<file path="src/rtl/param_down_counter.sv">
// Loadable down-counter/timer: counts a loaded value down to 0, pulses underflow,
// then stops (one-shot) or reloads (periodic).
module param_down_counter #(
    parameter int unsigned CNT_W = 16
) (
    input  logic             clk,
    input  logic             rst,
    input  logic             load,
    input  logic [CNT_W-1:0] load_val,
    input  logic             en,
    input  logic             periodic,
    output logic [CNT_W-1:0] count,
    output logic             busy,
    output logic             underflow
);

    typedef enum logic [1:0] {
        IDLE = 2'd0,
        RUN  = 2'd1,
        DONE = 2'd2
    } state_t;

    state_t           r_state;
    logic [CNT_W-1:0] r_count;
    logic [CNT_W-1:0] r_reload;
    logic             r_busy;
    logic             r_underflow;

    always_ff @(posedge clk) begin
        if (rst) begin
            r_state     <= IDLE;
            r_count     <= '0;
            r_reload    <= '0;
            r_busy      <= 1'b0;
            r_underflow <= 1'b0;
        end else if (load) begin
            // A zero load parks the timer rather than arming an immediate wrap.
            r_count     <= load_val;
            r_reload    <= load_val;
            r_underflow <= 1'b0;
            if (load_val != '0) begin
                r_state <= RUN;
                r_busy  <= 1'b1;
            end else begin
                r_state <= IDLE;
                r_busy  <= 1'b0;
            end
        end else begin
            case (r_state)
                RUN: begin
                    if (en && r_count != '0) begin
                        r_count     <= r_count - CNT_W'(1);
                        r_underflow <= 1'b0;
                    end else if (en) begin
                        r_underflow <= 1'b1;
                        if (periodic) begin
                            r_count <= r_reload;
                        end else begin
                            r_state <= DONE;
                            r_busy  <= 1'b0;
                        end
                    end else begin
                        r_underflow <= 1'b0;
                    end
                end
                default: begin
                    r_underflow <= 1'b0;
                end
            endcase
        end
    end

    assign count     = r_count;
    assign busy      = r_busy;
    assign underflow = r_underflow;

endmodule
</file>
<file path="config.mk">
export PLATFORM = sky130hd
export DESIGN_NAME = param_down_counter
export DESIGN_NICKNAME = d
export VERILOG_FILES = /design/src/rtl/param_down_counter.sv
export SDC_FILE = /design/constraint.sdc
export NUM_CORES = 1
export LEC_CHECK = 0
export BUFFER_PORTS_ARGS = -buffer_cell sky130_fd_sc_hd__buf_2
export CELL_PAD_IN_SITES_DETAIL_PLACEMENT = 0
export CELL_PAD_IN_SITES_GLOBAL_PLACEMENT = 2
export CORE_UTILIZATION = 34
export DETAILED_ROUTE_END_ITERATION = 12
export PLACE_DENSITY = 0.95
export SLEW_MARGIN = 25
export SYNTH_ARGS = -nofsm -noshare
export SYNTH_HDL_FRONTEND = slang
export SYNTH_SLANG_ARGS = --single-unit
</file>
<file path="constraint.sdc">
create_clock -name clk -period 4.9 [get_ports clk]
set_input_delay 0.735 -clock clk [delete_from_list [all_inputs] [get_ports clk]]
set_output_delay 0.735 -clock clk [all_outputs]
set_load 0.05 [all_outputs]
</file>
==> results of run 1 <==
per-layer routing:
metal / wire length (um) / global-route usage / up-vias
met5: 0 / 0 / -
met4: 55 / 0.0519 / 0
met3: 386 / 0.0515 / 5
met2: 2180 / 0.296 / 77
met1: 2590 / 0.257 / 823
li1: - / - / 901
power by group through the flow:
stage | clock (mW) | sequential (mW) | combinational [mW]
CTS | 0.240 | 0.327 | 0.182
finish | 0.234 | 0.327 | 0.183
global route | 0.251 | 0.330 | 0.199
global placement | 0 | 0.333 | 0.180
floorplan | 0 | 0.367 | 0.0990
detailed placement | 0 | 0.333 | 0.182
worst max-delay path: stages:
cell and delay (ns):
buf_2 0.51, inv_1 0.56, nand2_1 0.55, nor2_1 0.07, a2111oi_0 0.35
flip-flops by register name, summed over array words and instances, names as in the netlist:
register	flops
count	16
r_state	2
r_reload	16
underflow	1
path summary, 6_finish.rpt:
| kind | startpoint | end | slack (ns) |
|---|---|---|---|
| setup reg to reg | count[5] | count[4] | 2.42 |
| hold reg to reg | r_reload[8] | r_reload[8] | 0.47 |
| setup / recovery | load | count[12] | 2.28 |
| hold / removal | r_reload[8] | r_reload[8] | 0.47 |
logic make-up (layout without fill, tap and decap cells):
group / after synthesis / in the layout / synth area share
adder cells (fa/ha/maj): 2 / 2 / 0.0134
multiplexers: 9 / 9 / 0.0483
buffers and inverters: 16 / 50 / 0.0335
flip-flops: 35 / 35 / 0.375
AND/OR/NAND/NOR: 99 / 99 / 0.267
XOR/XNOR: 9 / 9 / 0.0422
AO/OA/AOI/OAI: 59 / 59 / 0.220
cell usage in the layout (no fill, tap or decap), types with 4 or more instances in the layout:
cell / instances
o21ai_0: 8
nand3_1: 5
or3_1: 5
xor2_1: 4
clkbuf_8: 7
nor4_1: 6
inv_1: 4
a21oi_1: 17
nor3_1: 10
dfxtp_1: 35
nor2_1: 34
o211ai_1: 8
xnor2_1: 5
nand2_1: 26
a311oi_1: 4
mux2i_1: 9
buf_2: 38
area by class of cell:
cell class | count | share of cell area
Clock buffer | 8 | 0.0456
Inverter | 4 | 0.00683
Multi-Input combinational cell | 178 | 0.502
Sequential cell | 35 | 0.319
Tap cell | 70 | 0.0399
Timing Repair Buffer | 38 | 0.0866
==> impl_metrics.csv, run 1 <==
group,metric,value,unit
pwr,swShare,0.338,
run_status,status,"finished, final reports clean",
synthesis,yosysTopAreaCellShare,0.375,
die,fp.dieH,76.1,um
worst_hold_path,hold_depth,2,
synthesis,avgSynthCellArea,8.15,sq um
drt,drt-initial-drc-count,148,
clock_network,cts_htree_levels,2,
synthesis,yosys_register_bits,35,
global_routing,grt_pass1_vias,1731,
synthesis,synth-seq-area-share,0.375,
timing,whs,0.467,ns
pwr,max-vdd-ir-drop,0.196,mV
job,max_cap_viol_count,0,
layout,nFillCells,544,
synthesis,synthCells,229,
pwr,combinationalPowerShare,0.246,
placement,placed_area,0.00210,sq mm
clock_network,cts_setup_buffers,0,
timing,clock_skew,0.00219,ns
die,die_w,76.1,um
setup_path,critPathCaptureType,"register",
pwr,pwr_density_cell,339,mW/mm^2
global_routing,track_usage,0.190,
synthesis,synth_area,0.00187,sq mm
drt,drt_drc_violations_left,0,
setup_path,path_class,"primary input to register",
timing,worst_slew_pin_slew,0.895,ns
layout,area_growth,17.7,%
global_routing,grt_pass1_wl,8.74,mm
timing,min_period,2.62,ns
synthesis,synthesis.nets,252,
synthesis,synth_area_leader_cell,"dfxtp_1",
clock_network,clock_sink_count,35,
timing,setup_viol,0,
global_routing,grt.overflow.total,0,
die,ioPinCount,39,
setup_path,r2r_cells,6,
drt,routed-via-count,1806,
pwr,power_frac_seq,0.439,
pwr,power_frac_clock,0.315,
die,row_count,26,
placement,gp_congestion,0.790,
die,start_util,0.359,
placement,pre_cts_ws,2.04,ns
clock_network,tritoncts,"built",
timing,rsz0062_at_grt,"no",
pwr,p_int,0.492,mW
timing,max_freq,382,MHz
synthesis,synth_flop_cell,"dfxtp_1",
setup_path,worst_ep_arrival_time,2.80,ns
synthesis,async_flop_share,0,
timing,worst_slack,2.28,ns
setup_path,worst_setup_path_start_kind,"primary input",
pwr,p_leak,0.889,nW
synthesis,yosysMostFrequentCell,"dfxtp_1",
placement,io_buffers,38,
setup_path,critPathRequiredTime,5.08,ns
global_routing,antenna_found_initial,0,
timing,maxSlewViolCount,0,
die,core,0.00520,sq mm
drt,wl_per_cell,15.6,um
clock_network,cts_root_buffer,"clkbuf_8",
timing,final.period_utilization,0.534,
placement,dp_cells,325,
clock_network,holdBufCountCts,0,
synthesis,synth-edff-count,0,
synthesis,yosys.cell_types.count,48,
layout,final_area,0.00220,sq mm
layout,final_util,0.422,
timing,finalHoldViolations,0,
drt,via_per_inst,5.42,
layout,drive_above_1_share,0.205,
layout,multiInputGateArea,0.00110,sq mm
timing,slew_headroom,0.403,
synthesis,synth_area_leaders,"dfxtp_1 38%, nor2_1 6.8%, nand2_1 5.2%, mux2i_1 4.8%, a21oi_1 4.6%",
drt,detail_route.first_pass.iterations,4,
die,die_area,0.00579,sq mm
synthesis,synth_common_cells,"35 x dfxtp_1, 34 x nor2_1, 26 x nand2_1",
clock_network,numCtsBuffers,5,
placement,detailed_place_hpwl,3.61,mm
timing,timing.setup.tns,0,ns
pwr,switching_power,0.252,mW
clock_network,cts_resized,0,
layout,nets,285,
clock_network,insertion_delay,0.29,ns
setup_path,path_max_fanout,31,
layout,fin_cells,333,
global_routing,grt_max_degree,37,
synthesis,synth-warning-count,0,
drt,drt_wl_total,5.21,mm
worst_hold_path,hold_path_class,"register to register",
clock_network,clockBufferDepth,2,
pwr,finalPower,0.744,mW
layout,antennaDiodeCount,0,
layout,final-seq-area,701,sq um
clock_network,clk_pin_slew,0.07,ns
drt,ant_nets,0,
(Power assumes the default switching activity.)
==> run 2, diff against run 1 <==
CORE_UTILIZATION = 28   (was 34)
PLACE_DENSITY = 0.85   (was 0.95)
clock period = 2.4 ns   (was 4.9 ns; I/O delays follow)
==> impl_metrics.csv, run 2 (synthesis gave the netlist of run 1 again) <==
group,metric,value,unit
layout,antennaDiodeCount,0,
drt,drt_wl_total,5.51,mm
layout,area_growth,23.5,%
clock_network,clockBufferDepth,2,
layout,multiInputGateArea,0.00111,sq mm
layout,final-seq-area,701,sq um
global_routing,grt_use_met1,0.230,
timing,min_period,2.09,ns
global_routing,grt_pass1_wl,9.15,mm
global_routing,grt.overflow.total,0,
layout,nFillCells,681,
global_routing,grt_max_degree,37,
drt,via_per_inst,5.29,
clock_network,clock_sink_count,35,
job,max_cap_viol_count,0,
drt,drt_drc_violations_left,0,
pwr,max-vdd-ir-drop,0.361,mV
clock_network,cts_root_buffer,"clkbuf_8",
global_routing,gr-usage-met3,0.0445,
layout,fin_cells,352,
layout,layout_commonest_cell,"buf_2",
placement,pre_cts_ws,0.290,ns
global_routing,antenna_found_initial,0,
setup_path,path_class,"register to register",
timing,worst_slack,0.312,ns
global_routing,grt_pass1_vias,1723,
global_routing,grt.met2_usage,0.247,
die,start_util,0.292,
clock_network,insertion_delay,0.28,ns
clock_network,clk_pin_slew,0.07,ns
global_routing,busiest_layer,"met2",
clock_network,tritoncts,"built",
timing,maxSlewViolCount,0,
clock_network,cts_setup_buffers,0,
timing,clock_skew,0.00299,ns
timing,finalHoldViolations,0,
clock_network,numCtsBuffers,5,
pwr,pwr_density_cell,670,mW/mm^2
drt,routed-via-count,1862,
drt,detail_route.first_pass.iterations,4,
die,die_area,0.00700,sq mm
die,core,0.00639,sq mm
die,die_w,83.7,um
pwr,p_leak,0.953,nW
setup_path,critPathRequiredTime,2.61,ns
timing,rsz0062_at_grt,"no",
placement,io_buffers,38,
drt,wl_per_cell,15.7,um
layout,nets,297,
timing,max_freq,479,MHz
run_status,status,"finished, final reports clean",
clock_network,cts_htree_levels,2,
placement,dp_cells,344,
layout,final_cell_mix,"38 x buf_2, 35 x dfxtp_1, 34 x nor2_1",
placement,gp_congestion,0.845,
timing,worst_slew_pin_slew,0.715,ns
timing,whs,0.352,ns
drt,drt-initial-drc-count,99,
placement,detailed_place_hpwl,4.03,mm
global_routing,track_usage,0.164,
timing,slew_headroom,0.523,
drt,ant_nets,0,
setup_path,worst_setup_path_start_kind,"register",
timing,timing.setup.tns,0,ns
die,ioPinCount,39,
worst_hold_path,hold_path_class,"primary input to register",
setup_path,worst_ep_arrival_time,2.30,ns
setup_path,path_max_fanout,17,
setup_path,critPathCaptureType,"register",
die,fp.dieH,83.7,um
layout,drive_above_1_share,0.240,
timing,setup_viol,0,
timing,final.period_utilization,0.870,
die,row_count,29,
layout,final_util,0.361,
==> run 2: critical path, cell delays in order (launching register included) <==
cell and delay (ns):
dfxtp_1 0.39, inv_1 0.11, ha_1 0.23, nand4_1 0.17
o21a_1 0.53, nor2_1 0.08, o311a_1 0.34, nor3_1 0.16
==> run 2: area by class of cell <==
| class | instances | area share |
|---|---|---|
| clock buffers | 8 | 0.0434 |
| flip-flops and latches | 35 | 0.304 |
| multi-input cells | 178 | 0.483 |
| well taps | 77 | 0.0418 |
| inverters | 4 | 0.00651 |
| repair buffers | 50 | 0.122 |
==> run 2: timing repair <==
action,CTS,global route
endpoints found under the setup margin,0,1
hold buffers,0,0
hold endpoints to repair,0,0
gates resized for setup,0,1
==> run 2: power by group <==
part           internal [mW]  switching [mW]
Sequential             0.619          0.0432
Clock                  0.262           0.214
Combinational          0.145           0.260
==> run 2: per-layer routing <==
layer  share of wire  routed length [um]  up-vias
met4          0.0096                  53        0
met3           0.052                 285        7
met1            0.49                2710      884
met2            0.45                2460       40
met5               0                   0        -
li1                -                   -      931
==> run 2: stage by stage <==
stage	total power, mW	area (sq um)
finish	1.54	2300
global route	1.64	2300
CTS	1.56	2300
detailed placement	1.08	2200
global placement	1.08	2200
floorplan	0.951	1870
==> run 2: final timing paths <==
| kind | cells after the start | from | endpoint | slack (ns) |
|---|---|---|---|---|
| setup reg to reg | 7 | count[0] | count[8] | 0.31 |
| setup / recovery | 7 | count[0] | count[8] | 0.31 |
| hold reg to reg | 2 | r_reload[2] | r_reload[2] | 0.46 |
| hold / removal | 3 | load_val[9] | r_reload[9] | 0.35 |
